==> config.mk <==
export PLATFORM = sky130hd
export DESIGN_NAME = axi_rd_arbiter
export DESIGN_NICKNAME = d
export VERILOG_FILES = /design/src/rtl/axi_rd_arbiter.sv
export SDC_FILE = /design/constraint.sdc
export NUM_CORES = 1
export LEC_CHECK = 0
export ABC_AREA = 1
export BUFFER_PORTS_ARGS = -buffer_cell sky130_fd_sc_hd__buf_4
export CAP_MARGIN = 30
export CORE_MARGIN = 10
export CORE_UTILIZATION = 25
export DETAILED_ROUTE_END_ITERATION = 10
export PLACE_DENSITY_LB_ADDON = 0.25
export SETUP_SLACK_MARGIN = 0.05
export SLEW_MARGIN = 20
export SYNTH_ARGS = -nofsm -noshare
export SYNTH_HDL_FRONTEND = slang
export SYNTH_SLANG_ARGS = --single-unit
==> constraint.sdc <==
create_clock -name clk_i -period 2.1 [get_ports clk_i]
set_input_delay 0.21 -clock clk_i [delete_from_list [all_inputs] [get_ports clk_i]]
set_output_delay 0.21 -clock clk_i [all_outputs]
set_load 0.01 [all_outputs]
==> src/rtl/axi_rd_arbiter.sv <==
// Round-robin arbiter sharing one AXI read channel (AR + R) among N cache-side requesters.
// Optional macro RD_ARB_PRIO_EN: PRIO_PORT wins any IDLE grant it is eligible for.
module axi_rd_arbiter #(
  parameter int N         = 3,
  parameter int PRIO_PORT = 1
) (
  input  logic          clk_i,
  input  logic          reset_i,
  input  logic [N-1:0]    req_valid_i,
  input  logic [N*32-1:0] req_addr_i,
  input  logic [N*8-1:0]  req_len_i,
  input  logic [N*3-1:0]  req_size_i,
  output logic [N-1:0]    req_ready_o,
  output logic [N-1:0]    rsp_valid_o,
  output logic [31:0]     rsp_data_o,
  output logic            rsp_last_o,
  output logic [N-1:0]    busy_o,
  output logic            bad_rid_o,
  output logic [3:0]      axi_arid_o,
  output logic [31:0]     axi_araddr_o,
  output logic [7:0]      axi_arlen_o,
  output logic [2:0]      axi_arsize_o,
  output logic [1:0]      axi_arburst_o,
  output logic            axi_arvalid_o,
  input  logic            axi_arready_i,
  input  logic [3:0]      axi_rid_i,
  input  logic [31:0]     axi_rdata_i,
  input  logic [1:0]      axi_rresp_i,
  input  logic            axi_rlast_i,
  input  logic            axi_rvalid_i,
  output logic            axi_rready_o
);

  localparam int PW = $clog2(N);

  typedef enum logic {IDLE, SEND} state_e;

  if (N < 2 || N > 4) begin : g_bad_n
    $error("axi_rd_arbiter: N must be in 2..4");
  end
  if (PRIO_PORT < 0 || PRIO_PORT >= N) begin : g_bad_prio
    $error("axi_rd_arbiter: PRIO_PORT must be below N");
  end

  state_e        state_q, state_d;
  logic [N-1:0]  busy_q, busy_d;
  logic [PW-1:0] rr_ptr_q, rr_ptr_d;
  logic          bad_rid_q, bad_rid_d;
  logic          prio_q, prio_d;
  logic [3:0]    arid_q, arid_d;
  logic [31:0]   araddr_q, araddr_d;
  logic [7:0]    arlen_q, arlen_d;
  logic [2:0]    arsize_q, arsize_d;

  logic [N-1:0]  elig;
  logic          found;
  logic          prio_grant;
  logic [PW-1:0] win;
  logic          rid_hit;

  // The response code is deliberately ignored; beats are forwarded regardless.
  logic unused_rresp;
  assign unused_rresp = ^axi_rresp_i;

  // Winner search: first eligible requester at or after rr_ptr, wrapping mod N.
  always_comb begin
    elig       = req_valid_i & ~busy_q;
    found      = 1'b0;
    prio_grant = 1'b0;
    win        = '0;
    for (int k = 0; k < N; k++) begin
      for (int j = 0; j < N; j++) begin
        if (!found && elig[j] &&
            ((int'(rr_ptr_q) + k == j) || (int'(rr_ptr_q) + k == j + N))) begin
          found = 1'b1;
          win   = PW'(j);
        end
      end
    end
`ifdef RD_ARB_PRIO_EN
    if (elig[PRIO_PORT]) begin
      found      = 1'b1;
      prio_grant = 1'b1;
      win        = PW'(PRIO_PORT);
    end
`else
    prio_grant = 1'b0;
`endif
  end

  always_comb begin
    state_d     = state_q;
    busy_d      = busy_q;
    rr_ptr_d    = rr_ptr_q;
    bad_rid_d   = bad_rid_q;
    prio_d      = prio_q;
    arid_d      = arid_q;
    araddr_d    = araddr_q;
    arlen_d     = arlen_q;
    arsize_d    = arsize_q;
    req_ready_o = '0;
    rid_hit     = 1'b0;

    case (state_q)
      IDLE: begin
        if (found) begin
          req_ready_o[win] = 1'b1;
          arid_d           = 4'(win);
          prio_d           = prio_grant;
          state_d          = SEND;
          for (int j = 0; j < N; j++) begin
            if (win == PW'(j)) begin
              araddr_d = req_addr_i[j*32 +: 32];
              arlen_d  = req_len_i[j*8 +: 8];
              arsize_d = req_size_i[j*3 +: 3];
            end
          end
        end
      end
      SEND: begin
        if (axi_arready_i) begin
          for (int j = 0; j < N; j++) begin
            if (arid_q == 4'(j)) begin
              busy_d[j] = 1'b1;
              if (!prio_q) rr_ptr_d = (j == N - 1) ? '0 : PW'(j + 1);
            end
          end
          state_d = IDLE;
        end
      end
      default: state_d = IDLE;
    endcase

    // A last beat never targets the index just handshaken, since a busy requester cannot win.
    if (axi_rvalid_i) begin
      for (int j = 0; j < N; j++) begin
        if (axi_rid_i == 4'(j) && busy_q[j]) begin
          rid_hit = 1'b1;
          if (axi_rlast_i) busy_d[j] = 1'b0;
        end
      end
      if (!rid_hit) bad_rid_d = 1'b1;
    end
  end

  always_comb begin
    rsp_valid_o = '0;
    for (int j = 0; j < N; j++) begin
      rsp_valid_o[j] = axi_rvalid_i && (axi_rid_i == 4'(j)) && busy_q[j];
    end
  end

  always_ff @(posedge clk_i) begin
    if (reset_i) begin
      state_q   <= IDLE;
      busy_q    <= '0;
      rr_ptr_q  <= '0;
      bad_rid_q <= 1'b0;
      prio_q    <= 1'b0;
      arid_q    <= '0;
      araddr_q  <= '0;
      arlen_q   <= '0;
      arsize_q  <= '0;
    end else begin
      state_q   <= state_d;
      busy_q    <= busy_d;
      rr_ptr_q  <= rr_ptr_d;
      bad_rid_q <= bad_rid_d;
      prio_q    <= prio_d;
      arid_q    <= arid_d;
      araddr_q  <= araddr_d;
      arlen_q   <= arlen_d;
      arsize_q  <= arsize_d;
    end
  end

  assign axi_arvalid_o = (state_q == SEND);
  assign axi_arid_o    = arid_q;
  assign axi_araddr_o  = araddr_q;
  assign axi_arlen_o   = arlen_q;
  assign axi_arsize_o  = arsize_q;
  assign axi_arburst_o = 2'b01;
  assign axi_rready_o  = 1'b1;
  assign rsp_data_o    = axi_rdata_i;
  assign rsp_last_o    = axi_rlast_i;
  assign busy_o        = busy_q;
  assign bad_rid_o     = bad_rid_q;

endmodule

==> results of run 1 <==
-- final cells by class --
cell class,count,area (µm²)
Clock inverter,2,38.8
Multi-Input combinational cell,329,2060
Timing Repair Buffer,226,1860
Tap cell,184,230
Sequential cell,52,1050
Clock buffer,6,129
Inverter,71,280
Fill cell,1541,8830
-- per-stage QoR --
step	utilization	power (mW)	TNS, ns
after CTS	0.375	4.18	0
after global placement	0.348	3.01	0
final	0.390	4.28	0
after global routing	0.390	4.55	-0.0657
after detailed placement	0.348	3.03	0
after floorplan	-	2.33	0
-- cells by family after synthesis --
kind of cell	synth area share
adders and majority gates	0.0204
DFF	0.282
other	0.00204
and+or+nand+nor	0.272
AOI/OAI and AO/OA	0.202
buffers and inverters	0.222
-- timing repair --
action                     in CTS  in global routing
cloned                          2                  0
setup endpoints to repair       3                 47
buffers inserted               10                  1
resized for setup              18                 62
pin swaps                       8                 18
-- layer usage --
metal  track usage  wire, µm  vias up
met4        0.0473       268        0
met2         0.239      7280      204
li1              -         -     2013
met3        0.0527      1500       18
met5             0         0        -
met1         0.162      6280     1881
-- registers in the layout (all words and copies together) (netlist names) --
register / cells
axi_arlen_o: 8
axi_araddr_o: 32
busy_o: 3
axi_arid_o: 2
axi_arvalid_o: 1
axi_arsize_o: 3
rr_ptr_q: 2
bad_rid_o: 1
-- synth_stat cells, drive strengths merged --
cell type  instances
dfxtp             52
ha                 6
o2111ai            1
a221oi             2
conb               2
a21oi             92
o21ai             44
o211ai             1
nand2             64
buf               66
clkinv             1
a221o              1
nor2              15
clkbuf             4
inv               70
nand3b            44
nand3             50
nor4               2
nand4              2
-- power by group through the flow --
stage                     clock [mW]  combinational, mW  sequential [mW]
after global routing            1.03               2.21             1.30
after CTS                      0.996               1.91             1.28
final                          0.968               2.03             1.28
after global placement             0               1.72             1.29
after detailed placement           0               1.73             1.29
after floorplan                    0              0.970             1.36
-- worst max-delay path, cell delays in order (launching register included) --
cell     delay, ns
dfxtp_4       0.38
inv_2         0.05
ha_4          0.27
nand3_2       0.08
nand2_2       0.11
inv_2         0.05
nand2_2       0.08
nor2_4        0.05
nand3_2       0.07
nand2_4       0.07
inv_8         0.08
nand2_4       0.06
nor2_4        0.10
buf_6         0.11
-- how the worst max path moves through the flow --
| stage | endpoint |
|---|---|
| after floorplan | req_ready_o[2] |
| after global placement | axi_araddr_o[28] |
| after detailed placement | req_ready_o[0] |
| after CTS | req_ready_o[0] |
| after global routing | req_ready_o[0] |
| final | req_ready_o[0] |
==> flow_metrics.env, run 1 <==
export IMPL_status="completed"
export IMPL_p_leak_nw=2.77
export IMPL_vias_per_cell=4.73
export IMPL_holdPathStages=2
export IMPL_synth_cell_types=34
export IMPL_cts_tree="yes"
export IMPL_vias=4116
export IMPL_portBuffers=197
export IMPL_die_w_um=141
export IMPL_area_growth_pct=53.1
export IMPL_synthCells=519
export IMPL_die_area_um2=20000
export IMPL_clkPwrFrac=0.226
export IMPL_hpwl_um=10900
export IMPL_powerDensity_nw_per_um2=758
export IMPL_drcViolationCount=0
export IMPL_syn_area_per_cell_um2=7.10
export IMPL_layout_drive_gt1_share=0.455
export IMPL_yosys_top_cells_area="dfxtp_1 28%, a21oi_1 12%, buf_4 9.2%, nand3b_1 8.8%, inv_1 6.5%"
export IMPL_r2r_end="axi_araddr_o[27]"
export IMPL_crit_type="reg -> out"
export IMPL_hp_start="axi_rlast_i"
export IMPL_pwr_share_comb=0.475
export IMPL_ir_worst_vdd_mv=0.304
export IMPL_fp_dieH_um=141
export IMPL_setup_viol=0
export IMPL_cts_htree_levels=2
export IMPL_fin_area_um2=5640
export IMPL_grt_overflow_total=0
export IMPL_ios=269
export IMPL_clock_latency_ns=0.30
export IMPL_grt_usage=0.142
export IMPL_hp_class="in -> reg"
export IMPL_numCtsBuffers=5
export IMPL_rows=44
export IMPL_drt_wirelength_per_cell_um=17.6
export IMPL_grt_max_degree=32
export IMPL_required_ns=1.89
export IMPL_crit_start="rr_ptr_q[0]"
export IMPL_drv_slew=0
export IMPL_start_kind="register"
export IMPL_max_freq_mhz=485
export IMPL_fin_worst_skew_ns=0.00909
export IMPL_ys_seq_area_frac=0.282
export IMPL_cp_max_fo=4
export IMPL_dpl_instance_area_um2=5040
export IMPL_clk_path_buf_depth=2
export IMPL_ant_nets=0
export IMPL_p_seq_frac=0.299
export IMPL_whs_endpoint="busy_o[0]"
export IMPL_cap_violations=0
export IMPL_finalCritPeriodShare=0.982
export IMPL_r2r_start="rr_ptr_q[0]"
export IMPL_hold_ws_ns=0.130
export IMPL_synth_top_cell_by_area="dfxtp_1"
export IMPL_dr_pass1_iters=4
export IMPL_post_place_cells=849
export IMPL_final_common_cell="buf_4"
export IMPL_netlist_area_leader_share=0.282
export IMPL_nets=866
export IMPL_clock_sinks=52
export IMPL_cp_arrival_ns=1.85
export IMPL_rrSetupSlack_ns=0.08
export IMPL_p_int_mw=2.70
export IMPL_mostFrequentLayoutCells="211 x buf_4, 66 x a21oi_1, 60 x inv_1"
export IMPL_hold_viol_final=0
export IMPL_cts_root_buf="clkbuf_16"
export IMPL_grt_pass1_vias=4289
export IMPL_drt_wl_total_um=15300
export IMPL_gp_congestion=0.869
export IMPL_yosys_register_bits=52
export IMPL_p_switching_mw=1.58
export IMPL_post_place_ws_ns=0.126
export IMPL_antenna_found_initial=0
export IMPL_rsz0062_at_grt="yes"
export IMPL_clk_pin_slew_worst_paths_ns=0.07
export IMPL_floorplan_initialDensity=0.255
export IMPL_synth_cell_area_um2=3690
export IMPL_grt_pass1_wl_um=23000
export IMPL_fin_cells=870
export IMPL_ctsHoldBuffers=0
export IMPL_min_period_ns=2.06
export IMPL_reg2reg_depth=14
export IMPL_synth_warning_count=0
export IMPL_setup_slack_ns=0.0384
export IMPL_diodes=0
export IMPL_crit_path_end_kind="output pin"
export IMPL_p_sw_frac=0.369
export IMPL_drt_iter0_drc=158
export IMPL_core_area_um2=14500
Power figures use the tool's default switching activity.
==> run 2: changes to the inputs <==
--- a/config.mk
+++ b/config.mk
@@ -5,7 +5,6 @@
 export SDC_FILE = /design/constraint.sdc
 export NUM_CORES = 1
 export LEC_CHECK = 0
-export ABC_AREA = 1
 export BUFFER_PORTS_ARGS = -buffer_cell sky130_fd_sc_hd__buf_4
 export CAP_MARGIN = 30
 export CORE_MARGIN = 10
==> run 2 against run 1 <==
Effect of this change:
- the flow now finishes with violations (negative setup slack)
- global-route usage fell by 1.8 points
- clock-buffer cell count unchanged
- synthesized cell count is 30% lower
- routed wire length is 12% lower
- clock power is 11% lower
- non-clock buffer count shrank 1
- combinational power decreased by 26%
- via count is 17% lower
- critical endpoint is now axi_araddr_o[30]
- largest cell class unchanged
- largest power group unchanged
==> flow_metrics.env, run 2 <==
export IMPL_fin_worst_skew_ns=0.0102
export IMPL_portBuffers=197
export IMPL_required_ns=2.32
export IMPL_crit_path_end_kind="register"
export IMPL_ant_nets=0
export IMPL_cts_tree="yes"
export IMPL_ys_top_cells_by_count="52 x dfxtp_1, 45 x nand2b_1, 43 x mux2i_1, 43 x nand4b_1, 40 x o221ai_2"
export IMPL_wl_met3_um=1090
export IMPL_hold_viol_final=0
export IMPL_numCtsBuffers=5
export IMPL_synth_most_common_cell="dfxtp_1"
export IMPL_crit_type="reg -> reg"
export IMPL_ff_latch_area_um2=1040
export IMPL_dr_pass1_iters=4
export IMPL_diodes=0
export IMPL_synth_top_cell_by_area="dfxtp_1"
export IMPL_setup_slack_ns=-0.0396
export IMPL_clk_pin_slew_worst_paths_ns=0.07
export IMPL_drt_wirelength_per_cell_um=19.1
export IMPL_cp_arrival_ns=2.36
export IMPL_largest_reg_flops=32
export IMPL_status="complete, but fails checks"
export IMPL_crit_path_end="axi_araddr_o[30]"
export IMPL_clock_latency_ns=0.30
export IMPL_violations="negative setup slack"
export IMPL_die_w_um=141
export IMPL_clock_sinks=52
export IMPL_grt_usage=0.124
export IMPL_fin_util=0.396
export IMPL_wl_met2_um=6850
export IMPL_synth_cell_types=40
export IMPL_synthCells=362
export IMPL_synth_warning_count=0
export IMPL_finalCritPeriodShare=1.02
export IMPL_min_period_ns=2.14
export IMPL_syn_area_per_cell_um2=10.1
export IMPL_crit_start="rr_ptr_q[0]"
export IMPL_reg2reg_depth=9
export IMPL_clk_path_buf_depth=2
export IMPL_yosys_top_cells_area="dfxtp_1 28%, o221ai_2 16%, mux2i_1 12%, nand4b_1 10%, buf_4 7.8%"
export IMPL_floorplan_initialDensity=0.254
export IMPL_yosys_register_bits=52
export IMPL_nets=705
export IMPL_multiInputGateArea_um2=2370
export IMPL_ir_worst_vdd_mv=0.264
export IMPL_drcViolationCount=0
export IMPL_cts_root_buf="clkbuf_16"
export IMPL_start_kind="register"
export IMPL_nFillCells=1461
export IMPL_netlist_area_leader_share=0.284
export IMPL_mostFrequentLayoutCells="206 x buf_4, 50 x dfxtp_1, 45 x nand2b_1"
export IMPL_p_leak_nw=2.46
export IMPL_synth_top_flop_cell="dfxtp_1"
export IMPL_area_growth_pct=56.0
export IMPL_vias_per_cell=4.82
export IMPL_rows=44
export IMPL_cts_htree_levels=2
export IMPL_core_area_um2=14400
export IMPL_rsz0062_at_grt="yes"
export IMPL_hp_class="in -> reg"
export IMPL_r2r_start="rr_ptr_q[0]"
export IMPL_grt_max_degree=96
export IMPL_vias=3417
export IMPL_layout_drive_gt1_share=0.579
export IMPL_drt_wl_total_um=13600
export IMPL_die_area_um2=19900
export IMPL_drt_iter0_drc=74
export IMPL_synth_edf_count=0
export IMPL_r2r_end="axi_araddr_o[30]"
export IMPL_max_freq_mhz=467
export IMPL_powerDensity_nw_per_um2=626
export IMPL_cp_max_fo=19
export IMPL_rrSetupSlack_ns=-0.04
export IMPL_drv_slew=0
export IMPL_setup_tns_ns=-0.123
export IMPL_ys_seq_area_frac=0.284
export IMPL_ios=269
export IMPL_grt_pass1_vias=3739
export IMPL_async_reset_ff_frac=0
export IMPL_dpl_instance_area_um2=5170
export IMPL_gp_congestion=0.745
export IMPL_top_layer="met4"
export IMPL_final_common_cell="buf_4"
export IMPL_hold_ws_ns=0.138
export IMPL_grt_overflow_total=0
export IMPL_antenna_found_initial=0
export IMPL_cap_violations=0
export IMPL_hpwl_um=9750
export IMPL_fp_dieH_um=141
export IMPL_grt_pass1_wl_um=20100
export IMPL_fin_area_um2=5710
export IMPL_setup_viol=15
export IMPL_met1_length_um=5470
export IMPL_synth_cell_area_um2=3660
run 2: cell types whose count changed in the layout (fill, tap and decap cells not counted), sizes merged, moves of 42 or more:
| cell | previous run | this run |
|---|---|---|
| a21oi | 92 | 3 |
| inv | 71 | 5 |
| nand2 | 64 | 6 |
| nand3 | 50 | 0 |
| nand2b | 0 | 45 |
| nand3b | 44 | 0 |
| mux2i | 0 | 43 |
| nand4b | 0 | 43 |
| o221ai | 0 | 43 |
| o21ai | 44 | 2 |
run 2: through the flow:
step                setup slack, ns  std cells  power [mW]
CTS                         0.00253        702        3.51
detailed placement          -0.0918        691        2.57
global placement            -0.0426        691        2.55
floorplan                    0.0327        365        1.98
global route                 -0.102        709        3.77
finish                      -0.0396        709        3.58
run 2: layout make-up:
cell class / count / area share
Timing Repair Buffer: 225 / 0.332
Multi-Input combinational cell: 235 / 0.416
Inverter: 5 / 0.00329
Sequential cell: 52 / 0.183
Clock inverter: 2 / 0.00175
Clock buffer: 6 / 0.0243
Tap cell: 184 / 0.0403
run 2: repair_timing:
item | in CTS | in global routing
hold buffers | 0 | 0
buffers inserted | 3 | 2
endpoints found under the setup margin | 46 | 39
cloned | 0 | 5
pin swaps | 7 | 2
resized for setup | 23 | 25
run 2: cell families after synthesis:
group | Yosys count | share of synthesized area
simple gates | 119 | 0.227
mux | 43 | 0.118
fa+ha+maj | 6 | 0.0205
other cells | 2 | 0.00205
buf+inv | 78 | 0.132
flops | 52 | 0.284
compound gates | 62 | 0.216
run 2: routing by layer:
metal,vias up,global-route usage
li1,1652,-
met1,1612,0.135
met2,139,0.216
met3,14,0.0521
met4,0,0.0342
met5,-,0
run 2: power by group:
part / internal, mW / switching, mW / leakage [nW]
registers: 1.12 / 0.0756 / 0.430
logic: 0.822 / 0.690 / 1.95
clock network: 0.472 / 0.395 / 0.0766
run 2: worst min path at each step:
stage	endpoint	slack, ns	start	cells after the start
finish	axi_arvalid_o	0.14	axi_arready_i	2
global route	busy_o[0]	0.13	axi_rlast_i	2
CTS	axi_arvalid_o	0.12	axi_arready_i	2
detailed placement	rsp_data_o[17]	0.42	axi_rdata_i[17]	0
global placement	rsp_data_o[17]	0.42	axi_rdata_i[17]	0
floorplan	axi_arvalid_o	0.31	axi_arready_i	1
run 2: critical path, stage by stage, from the launching register on:
cell,delay [ns]
dfxtp_2,0.32
buf_4,0.14
ha_4,0.18
nor2_1,0.13
nor2_1,0.08
o211a_4,0.25
buf_4,0.14
or3_4,0.41
buf_12,0.20
o221ai_1,0.20
==> run 3: changes to the inputs <==
--- a/config.mk
+++ b/config.mk
@@ -5,14 +5,15 @@
 export SDC_FILE = /design/constraint.sdc
 export NUM_CORES = 1
 export LEC_CHECK = 0
+export ABC_CLOCK_PERIOD_IN_PS = 2100
 export BUFFER_PORTS_ARGS = -buffer_cell sky130_fd_sc_hd__buf_4
 export CAP_MARGIN = 30
 export CORE_MARGIN = 10
 export CORE_UTILIZATION = 25
 export DETAILED_ROUTE_END_ITERATION = 10
-export PLACE_DENSITY_LB_ADDON = 0.25
+export PLACE_DENSITY_LB_ADDON = 0.3
 export SETUP_SLACK_MARGIN = 0.05
-export SLEW_MARGIN = 20
+export SLEW_MARGIN = 10
 export SYNTH_ARGS = -nofsm -noshare
 export SYNTH_HDL_FRONTEND = slang
 export SYNTH_SLANG_ARGS = --single-unit
==> run 3 against run 2 <==
Effect of this change:
- the flow still finishes with violations (negative setup slack)
- setup slack better by 0.020 ns
- register-to-register slack better by 0.02 ns
- clock-buffer cell count is 2 higher
- combinational power is 6% higher
- non-clock buffer count is 1 higher
- routed wire length is 3.7% higher
- core utilization is 0.79 points higher
- hold slack worse by 0.0036 ns
- flip-flop and latch count stayed put
- power is 2.2% higher
- sequential power hardly changed
==> flow_metrics.env, run 3 (synthesized netlist as in run 2, its figures left out) <==
export IMPL_status="complete, but fails checks"
export IMPL_violations="negative setup slack"
export IMPL_path_buf_inv=3
export IMPL_fin_cells=710
export IMPL_antenna_found_initial=0
export IMPL_ant_nets=0
export IMPL_start_kind="register"
export IMPL_clk_pin_slew_worst_paths_ns=0.07
export IMPL_holdPathStages=2
export IMPL_final_common_cell="buf_4"
export IMPL_numCtsBuffers=5
export IMPL_core_area_um2=14400
export IMPL_clock_latency_ns=0.30
export IMPL_ctsHoldBuffers=0
export IMPL_fin_worst_skew_ns=0.00585
export IMPL_gp_congestion=0.719
export IMPL_crit_path_end_kind="register"
export IMPL_diodes=0
export IMPL_grt_pass1_vias=3708
export IMPL_vias=3473
export IMPL_area_growth_pct=59.1
export IMPL_layout_drive_gt1_share=0.599
export IMPL_floorplan_initialDensity=0.254
export IMPL_cp_depth=9
export IMPL_clock_sinks=52
export IMPL_mostFrequentLayoutCells="209 x buf_4, 50 x dfxtp_1, 45 x nand2b_1"
export IMPL_worst_path_largest_cell_delay_ns=0.45
export IMPL_cp_arrival_ns=2.34
export IMPL_required_ns=2.32
export IMPL_setup_slack_ns=-0.0196
export IMPL_post_place_cells=690
export IMPL_fp_dieH_um=141
export IMPL_drt_iter0_drc=114
export IMPL_max_freq_mhz=472
export IMPL_powerDensity_nw_per_um2=627
export IMPL_vias_per_cell=4.89
export IMPL_hpwl_um=10000
export IMPL_critPathTopFamily="simple AND/OR/NAND/NOR gates"
export IMPL_cp_max_fo=22
export IMPL_ios=269
export IMPL_grt_pass1_wl_um=20600
export IMPL_grt_usage=0.128
export IMPL_fin_area_um2=5820
export IMPL_slowest_stage="or3b_4"
export IMPL_nets=706
export IMPL_clk_path_buf_depth=2
export IMPL_cap_violations=0
export IMPL_drt_wirelength_per_cell_um=19.8
export IMPL_rows=44
export IMPL_cts_root_buf="clkbuf_16"
export IMPL_hold_viol_final=0
export IMPL_rsz0062_at_grt="yes"
export IMPL_drcViolationCount=0
export IMPL_finalCritPeriodShare=1.01
export IMPL_die_w_um=141
export IMPL_min_period_ns=2.12
export IMPL_cts_htree_levels=2
export IMPL_grt_overflow_total=0
export IMPL_dr_pass1_iters=4
export IMPL_drt_wl_total_um=14100
export IMPL_grt_max_degree=46
export IMPL_hp_class="in -> reg"
export IMPL_die_area_um2=19900
export IMPL_portBuffers=197
export IMPL_largest_reg_flops=32
export IMPL_drv_slew=0
export IMPL_worstPathCellList="inv_2 > ha_4 > nor2b_4 > a311oi_2 > or3b_4 > buf_12 > buf_16 > mux2i_4 > o221ai_2"
export IMPL_setup_viol=8
export IMPL_cts_tree="yes"
export IMPL_dpl_instance_area_um2=5140
export IMPL_crit_type="reg -> reg"
export IMPL_p_leak_nw=2.46
export IMPL_ir_worst_vdd_mv=0.320
export IMPL_reg2reg_depth=9
==> run 3: cell count changes in the layout (fill, tap and decap cells not counted), moves of 2 or more <==
cell      before  now
o221ai_2      40   42
buf_12         9    5
clkbuf_1       0    2
buf_16         0    4
buf_6          6    4
mux2i_2        2    8
buf_4        206  209
mux2i_1       30   21
o221ai_1       3    1
mux2i_4       11   14
clkinv_2       2    0
==> run 3: worst register-to-register path, cell delays in order (launching register included) <==
cell	delay (ns)
dfxtp_2	0.34
inv_2	0.05
ha_4	0.27
nor2b_4	0.14
a311oi_2	0.05
or3b_4	0.45
buf_12	0.15
buf_16	0.17
mux2i_4	0.27
o221ai_2	0.17
==> run 3: per-stage QoR <==
step                      setup slack (ns)  setup TNS [ns]  total power, mW  utilization  hold slack, ns
after CTS                          -0.0212         -0.0235             3.58        0.387           0.123
after floorplan                     0.0327               0             1.98            -           0.309
after detailed placement            -0.114           -3.67             2.55        0.356           0.420
after global placement             -0.0413           -1.09             2.53        0.356           0.420
final                              -0.0196         -0.0901             3.65        0.404           0.134
after global routing                -0.115           -3.47             3.86        0.404           0.143
==> run 3: cell type report <==
class                   count  area [µm²]
flip-flops and latches     52        1040
inverters                   5        18.8
repair buffers            226        1930
multi-input cells         235        2450
well taps                 184         230
fillers                  1450        8600
clock buffers               8         146
==> run 3: routing by layer <==
layer | global-route usage | up-vias | wire (µm)
li1 | - | 1654 | -
met3 | 0.0625 | 13 | 1370
met5 | 0 | - | 0
met4 | 0.0299 | 0 | 159
met2 | 0.215 | 151 | 6820
met1 | 0.142 | 1655 | 5710
==> run 3: path summary, 6_finish.rpt <==
kind | start | to | slack (ns)
hold reg to reg | bad_rid_o | bad_rid_o | 0.48
setup / recovery | rr_ptr_q[0] | axi_araddr_o[4] | -0.02
hold / removal | axi_arready_i | axi_arvalid_o | 0.13
setup reg to reg | rr_ptr_q[0] | axi_araddr_o[4] | -0.02
==> run 3: repair_timing <==
item	in CTS	in global routing
setup buffers	4	3
pin swaps	16	4
setup endpoints to repair	46	46
gates cloned	2	3
gates resized for setup	39	26
==> run 3: power breakdown <==
part / leakage [nW] / internal, mW / total, mW / switching, mW
clock: 0.0712 / 0.477 / 0.855 / 0.378
combinational: 1.96 / 0.867 / 1.60 / 0.731
sequential: 0.430 / 1.12 / 1.20 / 0.0782
